`config.mk`:
```
export PLATFORM = sky130hd
export DESIGN_NAME = vx_tlb_ptw
export DESIGN_NICKNAME = d
export VERILOG_FILES = /design/src/rtl/vx_tlb_ptw_pkg.sv /design/src/rtl/vx_tlb_ptw_arb.sv /design/src/rtl/vx_tlb_ptw.sv
export SDC_FILE = /design/constraint.sdc
export NUM_CORES = 1
export LEC_CHECK = 0
export ABC_AREA = 1
export BUFFER_PORTS_ARGS = -buffer_cell sky130_fd_sc_hd__buf_4
export CAP_MARGIN = 20
export CORE_ASPECT_RATIO = 0.7
export CORE_MARGIN = 10
export CORE_UTILIZATION = 35
export CTS_CLUSTER_SIZE = 16
export DETAILED_ROUTE_END_ITERATION = 10
export SKIP_LAST_GASP = 1
export SYNTH_ARGS = -nofsm -noshare
export SYNTH_HDL_FRONTEND = slang
export SYNTH_SLANG_ARGS = --single-unit
```
`constraint.sdc`:
```
create_clock -name clk -period 3.1 [get_ports clk]
set_input_delay 0 -clock clk [delete_from_list [all_inputs] [get_ports clk]]
set_output_delay 0 -clock clk [all_outputs]
set_load 0.02 [all_outputs]
```
`src/rtl/vx_tlb_ptw_pkg.sv`:
```
// Shared constants and types for the TLB miss-side page-table walker.
package vx_tlb_ptw_pkg;

  localparam int XLEN          = 32;
  localparam int PERF_CTR_BITS = 32;

  localparam int PTE_V       = 0;
  localparam int PTE_R       = 1;
  localparam int PTE_W       = 2;
  localparam int PTE_X       = 3;
  localparam int PTE_PPN_LSB = 10;

  typedef enum logic [1:0] {
    PTW_IDLE,
    PTW_MEM_REQ,
    PTW_MEM_RSP,
    PTW_RESP
  } ptw_state_e;

  typedef struct packed {
    logic [PERF_CTR_BITS-1:0] walks;
    logic [PERF_CTR_BITS-1:0] faults;
  } ptw_perf_t;

  // Any of R/W/X set marks a leaf PTE.
  function automatic logic pte_is_leaf(input logic [2:0] rwx);
    return |rwx;
  endfunction

endpackage

```
`src/rtl/vx_tlb_ptw_arb.sv`:
```
// Round-robin arbiter: lowest index at or after the pointer wins; pointer moves past the winner on accept.
module vx_tlb_ptw_arb #(
  parameter int NUM_REQS = 4,
  localparam int IDX_W   = (NUM_REQS > 1) ? $clog2(NUM_REQS) : 1
) (
  input  logic                clk,
  input  logic                reset,
  input  logic [NUM_REQS-1:0] req,
  input  logic                accept,
  output logic [NUM_REQS-1:0] grant,
  output logic [IDX_W-1:0]    grant_idx
);

  logic [IDX_W-1:0] ptr_q, ptr_d;
  logic [IDX_W-1:0] cand;
  logic             found;

  always_comb begin
    found     = 1'b0;
    cand      = '0;
    grant_idx = '0;
    for (int i = 0; i < NUM_REQS; i++) begin
      cand = IDX_W'((int'(ptr_q) + i) % NUM_REQS);
      if (!found && req[cand]) begin
        found     = 1'b1;
        grant_idx = cand;
      end
    end
    grant = found ? (NUM_REQS'(1) << grant_idx) : '0;
    ptr_d = ptr_q;
    if (accept && found) begin
      ptr_d = IDX_W'((int'(grant_idx) + 1) % NUM_REQS);
    end
  end

  always_ff @(posedge clk) begin
    if (reset) begin
      ptr_q <= '0;
    end else begin
      ptr_q <= ptr_d;
    end
  end

endmodule

```
`src/rtl/vx_tlb_ptw.sv`:
```
// Page-table walker: arbitrates per-bank TLB misses and runs one radix walk at a time over a single PTE read port.
//
// state       | meaning
// PTW_IDLE    | granting a bank miss (round-robin)
// PTW_MEM_REQ | PTE read request presented, address held
// PTW_MEM_RSP | waiting for PTE data, then decode
// PTW_RESP    | result held on the originating bank until accepted
module vx_tlb_ptw
  import vx_tlb_ptw_pkg::*;
#(
  parameter int NUM_BANKS         = 4,
  parameter int LEVELS            = 2,
  parameter int VPN_IDX_BITS      = 10,
  parameter int PTE_BYTES         = 4,
  parameter int PAGE_OFFSET_WIDTH = 12,
  parameter int VPN_WIDTH         = XLEN - PAGE_OFFSET_WIDTH,
  parameter int PPN_WIDTH         = XLEN - PAGE_OFFSET_WIDTH
) (
  input  logic                                 clk,
  input  logic                                 reset,
  input  logic [PPN_WIDTH-1:0]                 satp_ppn,
  input  logic [NUM_BANKS-1:0]                 tlb_miss_valid_i,
  input  logic [NUM_BANKS-1:0][VPN_WIDTH-1:0]  tlb_miss_vpn_i,
  output logic [NUM_BANKS-1:0]                 tlb_miss_ready_o,
  output logic [NUM_BANKS-1:0]                 tlb_update_valid_o,
  output logic [NUM_BANKS-1:0][VPN_WIDTH-1:0]  tlb_update_vpn_o,
  output logic [NUM_BANKS-1:0][PPN_WIDTH-1:0]  tlb_update_ppn_o,
  output logic                                 tlb_update_fault_o,
  input  logic [NUM_BANKS-1:0]                 tlb_update_ready_i,
  output logic                                 mem_req_valid,
  output logic [XLEN-1:0]                      mem_req_addr,
  input  logic                                 mem_req_ready,
  input  logic                                 mem_rsp_valid,
  input  logic [8*PTE_BYTES-1:0]               mem_rsp_data,
  output logic                                 mem_rsp_ready,
  output logic [PERF_CTR_BITS-1:0]             perf_walks,
  output logic [PERF_CTR_BITS-1:0]             perf_faults
);

  localparam int PTE_WIDTH = 8 * PTE_BYTES;
  localparam int BANK_W    = (NUM_BANKS > 1) ? $clog2(NUM_BANKS) : 1;
  localparam int LVL_W     = (LEVELS > 1) ? $clog2(LEVELS) : 1;

  ptw_state_e              state_q, state_d;
  logic [BANK_W-1:0]       bank_q, bank_d;
  logic [VPN_WIDTH-1:0]    vpn_q, vpn_d;
  logic [PPN_WIDTH-1:0]    base_q, base_d;
  logic [LVL_W-1:0]        level_q, level_d;
  logic [PPN_WIDTH-1:0]    ppn_q, ppn_d;
  logic                    fault_q, fault_d;
  ptw_perf_t               perf_q, perf_d;

  logic [NUM_BANKS-1:0]    arb_req;
  logic [NUM_BANKS-1:0]    arb_grant;
  logic [BANK_W-1:0]       grant_idx;
  logic                    miss_fire;
  logic [VPN_IDX_BITS-1:0] cur_idx;
  logic [PPN_WIDTH-1:0]    pte_ppn;
  logic                    pte_valid;
  logic                    pte_leaf;
  logic                    walk_fault;
  logic                    unused_pte_bits;

  assign arb_req = tlb_miss_valid_i & {NUM_BANKS{state_q == PTW_IDLE}};

  vx_tlb_ptw_arb #(
    .NUM_REQS (NUM_BANKS)
  ) u_arb (
    .clk       (clk),
    .reset     (reset),
    .req       (arb_req),
    .accept    (miss_fire),
    .grant     (arb_grant),
    .grant_idx (grant_idx)
  );

  assign tlb_miss_ready_o = arb_grant;
  assign miss_fire        = |(tlb_miss_valid_i & arb_grant);

  assign pte_ppn         = PPN_WIDTH'(mem_rsp_data[PTE_WIDTH-1:PTE_PPN_LSB]);
  assign pte_valid       = mem_rsp_data[PTE_V];
  assign pte_leaf        = pte_is_leaf(mem_rsp_data[PTE_X:PTE_R]);
  assign unused_pte_bits = ^mem_rsp_data[PTE_PPN_LSB-1:PTE_X+1];

  // Superpage leaves and non-leaf entries at the last level are both reported as faults.
  assign walk_fault = !pte_valid || (pte_leaf && (level_q != '0)) || (!pte_leaf && (level_q == '0));

  always_comb begin
    cur_idx = '0;
    for (int l = 0; l < LEVELS; l++) begin
      if (level_q == LVL_W'(l)) begin
        cur_idx = vpn_q[l*VPN_IDX_BITS +: VPN_IDX_BITS];
      end
    end
    mem_req_addr = (XLEN'(base_q) << PAGE_OFFSET_WIDTH) + XLEN'(cur_idx) * XLEN'(PTE_BYTES);
  end

  always_comb begin
    state_d = state_q;
    bank_d  = bank_q;
    vpn_d   = vpn_q;
    base_d  = base_q;
    level_d = level_q;
    ppn_d   = ppn_q;
    fault_d = fault_q;
    perf_d  = perf_q;
    unique case (state_q)
      PTW_IDLE: begin
        if (miss_fire) begin
          bank_d  = grant_idx;
          vpn_d   = tlb_miss_vpn_i[grant_idx];
          base_d  = satp_ppn;
          level_d = LVL_W'(LEVELS - 1);
          ppn_d   = '0;
          fault_d = 1'b0;
          state_d = PTW_MEM_REQ;
        end
      end
      PTW_MEM_REQ: begin
        if (mem_req_ready) begin
          state_d = PTW_MEM_RSP;
        end
      end
      PTW_MEM_RSP: begin
        if (mem_rsp_valid) begin
          if (walk_fault) begin
            fault_d = 1'b1;
            ppn_d   = '0;
            state_d = PTW_RESP;
          end else if (pte_leaf) begin
            ppn_d   = pte_ppn;
            state_d = PTW_RESP;
          end else begin
            base_d  = pte_ppn;
            level_d = level_q - 1'b1;
            state_d = PTW_MEM_REQ;
          end
        end
      end
      PTW_RESP: begin
        if (tlb_update_ready_i[bank_q]) begin
          perf_d.walks = perf_q.walks + PERF_CTR_BITS'(1);
          if (fault_q) begin
            perf_d.faults = perf_q.faults + PERF_CTR_BITS'(1);
          end
          state_d = PTW_IDLE;
        end
      end
      default: state_d = PTW_IDLE;
    endcase
  end

  always_ff @(posedge clk) begin
    if (reset) begin
      state_q <= PTW_IDLE;
      bank_q  <= '0;
      vpn_q   <= '0;
      base_q  <= '0;
      level_q <= '0;
      ppn_q   <= '0;
      fault_q <= 1'b0;
      perf_q  <= '0;
    end else begin
      state_q <= state_d;
      bank_q  <= bank_d;
      vpn_q   <= vpn_d;
      base_q  <= base_d;
      level_q <= level_d;
      ppn_q   <= ppn_d;
      fault_q <= fault_d;
      perf_q  <= perf_d;
    end
  end

  assign mem_req_valid      = (state_q == PTW_MEM_REQ);
  assign mem_rsp_ready      = (state_q == PTW_MEM_RSP);
  assign tlb_update_valid_o = (state_q == PTW_RESP) ? (NUM_BANKS'(1) << bank_q) : '0;
  assign tlb_update_fault_o = (state_q == PTW_RESP) && fault_q;
  assign tlb_update_vpn_o   = {NUM_BANKS{vpn_q}};
  assign tlb_update_ppn_o   = {NUM_BANKS{ppn_q}};
  assign perf_walks         = perf_q.walks;
  assign perf_faults        = perf_q.faults;

endmodule

```
==> impl_metrics.ini <==
[status]
status = complete, no violations

[sta]
fin_skew_ns = 0.00858
fin_ws_ns = 0.248
fin_crit_sh_pct = 92.0
finalSetupViolCount = 0
hold_viol = 0
fin_setup_tns_ns = 0
fmax_ghz = 0.351
tightest_slew_ns = 1.03
rsz0062_at_grt = false
slew_viol_final = 0
slew_headroom_pct = 31.5
fin_crit_ns = 2.85

[synth]
synthArstFlopShare_pct = 0
synth_edf_count = 0
avgSynthCellArea_um2 = 6.27
yosysTopAreaCell = dfxtp_1
yosys_register_bits = 132
synth_most_common_cell = nand2_1
yosys.area_share.simple_pct = 36.1
synth_compound_area_share_pct = 9.19
ys_types = 34
ys.flop_type = dfxtp_1
yosysSeqAreaShare_pct = 29.2
synth_top_family_by_area = simple AND/OR/NAND/NOR gates
synth.area.top_cells = dfxtp_1 29%, nand2_1 13%, nand3_1 12%, buf_4 10%, inv_1 7.2%
synth-xor-area-share_pct = 3.68
synth_area_um2 = 9050
synth_adder_area_share_pct = 0.276
netlist_instances = 1443
ys_warn_count = 0
yosysTopAreaCellShare_pct = 29.2
yosys-mux-area-fraction_pct = 0
synth_common_cells = 323 x nand2_1, 211 x nand3_1, 173 x inv_1

[clock_tree]
cts.clk_slew.worst_paths_ns = 0.06
cts_htree_levels = 4
root_buffer = clkbuf_16
cts_tree = done
clk_latency_ns = 0.43
cts.sinks = 132
clockBufferDepth = 2
cts_resized = 0
cts-buffers-inserted = 17

[power]
swShare_pct = 50.6
pwr-share-comb_pct = 63.6
power_frac_clock_pct = 15.0
power.density_nw_per_um2 = 1000
power_frac_seq_pct = 21.4
power.total_mw = 12.6
switchingPower_mw = 6.37
ir_worst_vdd_uv = 805
intPower_mw = 6.23
leakage_nw = 6.08

[floorplan]
die_w_um = 212
core_area_um2 = 25600
die_y_um = 155
placementRows = 49
dieArea_um2 = 32800
io_pins = 411
start_util_pct = 35.4

[critical_path]
worstPathMaxFanout = 40
cp-start-kind = flop
endpoint_kind = flop
required_ns = 3.43
path_class = flop to flop
arrival_ns = 3.18
crit_path_start = state_q[1]$_SDFFE_PP0P_
reg2reg_from = state_q[1]$_SDFFE_PP0P_

[detailed_routing]
routedWlPerCell_um = 18.0
drtIter0Drc = 599
drc_errors = 0
drtAntennaViolNets = 0
totalWireLength_um = 37700
via_per_inst = 4.96
num_vias = 10383
firstDrtPassIters = 5

[hold_path]
min_from = tlb_miss_vpn_i[0]
hold_path_class = input pin to flop

[finish]
num-fill-cells = 2621
insertedDiodeCount = 0
fin_nets = 1896
drive_gt1_share_pct = 27.0
finalCoreUtilization_pct = 49.1
synthToLayoutAreaGrowth_pct = 38.6

[job]
maxCapViolCount = 0

[global_route]
grt_pass1_vias = 10073
grt_use_total_pct = 22.2
grt_max_degree = 92
gr-total-overflow = 0
grt_pass1_wl_um = 58200
antenna_found_initial = 0

[placed_design]
io_buffer_count = 400
dp.final_hpwl_um = 29000
place_ws_ns = 0.626
routabilityCongestion = 0.920
repair_timing:
item,4_1_cts,5_1_grt
hold endpoints to repair,49,0
hold buffers,65,0
setup buffers,0,0
placed cells by master (no fill, tap or decap), types with 2 or more instances in the layout:
| cell type | synthesis | final |
|---|---|---|
| a31oi_1 | 2 | 2 |
| nand2_1 | 323 | 323 |
| buf_4 | 126 | 419 |
| nand4_1 | 26 | 26 |
| dlygate4sd3_1 | 0 | 65 |
| o21a_1 | 2 | 2 |
| nand3_1 | 211 | 211 |
| clkinv_2 | 0 | 6 |
| nor4_1 | 10 | 10 |
| clkinv_4 | 0 | 2 |
| a21oi_1 | 105 | 104 |
| clkbuf_1 | 41 | 3 |
| dfxtp_1 | 132 | 132 |
| nand3_2 | 3 | 3 |
| o21ai_0 | 46 | 46 |
| o21ai_1 | 2 | 2 |
| xor2_1 | 26 | 26 |
| conb_1 | 1 | 2 |
| nor2_1 | 95 | 94 |
| o211ai_1 | 2 | 2 |
| ha_1 | 2 | 2 |
| inv_2 | 5 | 5 |
| inv_1 | 173 | 173 |
| clkbuf_16 | 0 | 17 |
| xnor2_1 | 12 | 12 |
| nand2_2 | 9 | 9 |
| nor2_2 | 2 | 3 |
| nor3_1 | 48 | 48 |
| nor2_4 | 2 | 2 |
power by group through the flow:
stage               Sequential, mW  Combinational (mW)  Clock, mW
finish                        2.70                8.02       1.89
global route                  2.77                8.72       2.02
CTS                           2.71                8.06       1.95
detailed placement            2.73                7.76          0
global placement              2.72                7.72          0
floorplan                     2.91                5.34          0
layout make-up:
class | count | area [um2] | area share, %
inverter | 178 | 668 | 5.33
sequential | 132 | 2640 | 21.1
multi-input combinational | 936 | 4470 | 35.6
clock inverter | 10 | 85.1 | 0.678
clock buffer | 21 | 450 | 3.59
tap | 331 | 414 | 3.30
timing repair buffer | 485 | 3820 | 30.4
layer usage:
layer,vias up,part of all wire (%),track usage (%),routed length (um)
li1,5122,-,-,-
met3,27,8.6,6.56,3240
met4,0,1.6,5.42,602
met2,418,47,37.2,17600
met5,-,0,0,0
met1,4816,43,27.3,16300
flip-flops by register name (all words and copies together) (netlist names):
| name | flops |
|---|---|
| perf_faults | 32 |
| perf_walks | 32 |
| base_q | 20 |
| ppn_q | 20 |
| vpn_q | 20 |
| bank_q | 2 |
| state_q | 2 |
| u_arb.ptr_q | 2 |
| fault_q | 1 |
| level_q | 1 |
stage by stage:
step                area [um2]  hold WS, ns  std cells
floorplan                 9060        0.163       1444
global route             12500       0.0389       2093
detailed placement       11400        0.296       1997
CTS                      12500     0.000540       2093
global placement         11400        0.291       1997
finish                   12500       0.0166       2093
worst paths after layout:
| check | end | slack (ns) | cells past startpoint |
|---|---|---|---|
| max reg2reg | vpn_q[14]$_SDFFE_PP0P_ | 0.25 | 14 |
| min reg2reg | base_q[4]$_SDFFE_PP0P_ | 0.47 | 2 |
| max | vpn_q[14]$_SDFFE_PP0P_ | 0.25 | 14 |
| min | vpn_q[0]$_SDFFE_PP0P_ | 0.02 | 7 |
critical path, cell delays in order, from the launching register on:
cell and delay [ns]:
dfxtp_1 0.37, nor2_2 0.37, nand3_1 0.18, nand2_2 0.17
nand2_1 0.06, nand2_1 0.08, nand2_1 0.08, nand2_2 0.09
buf_4 0.38, nand3_1 0.15, nand3_1 0.11, dlygate4sd3_1 0.55
nand3_1 0.06, nand2_1 0.06, inv_1 0.04
cell families after synthesis:
kind of cell	count (synthesis)
flops	132
other cells	1
fa+ha+maj	2
compound gates	161
simple gates	733
buf+inv	376
xor+xnor	38
No activity file was read; power rests on OpenSTA's default activity.
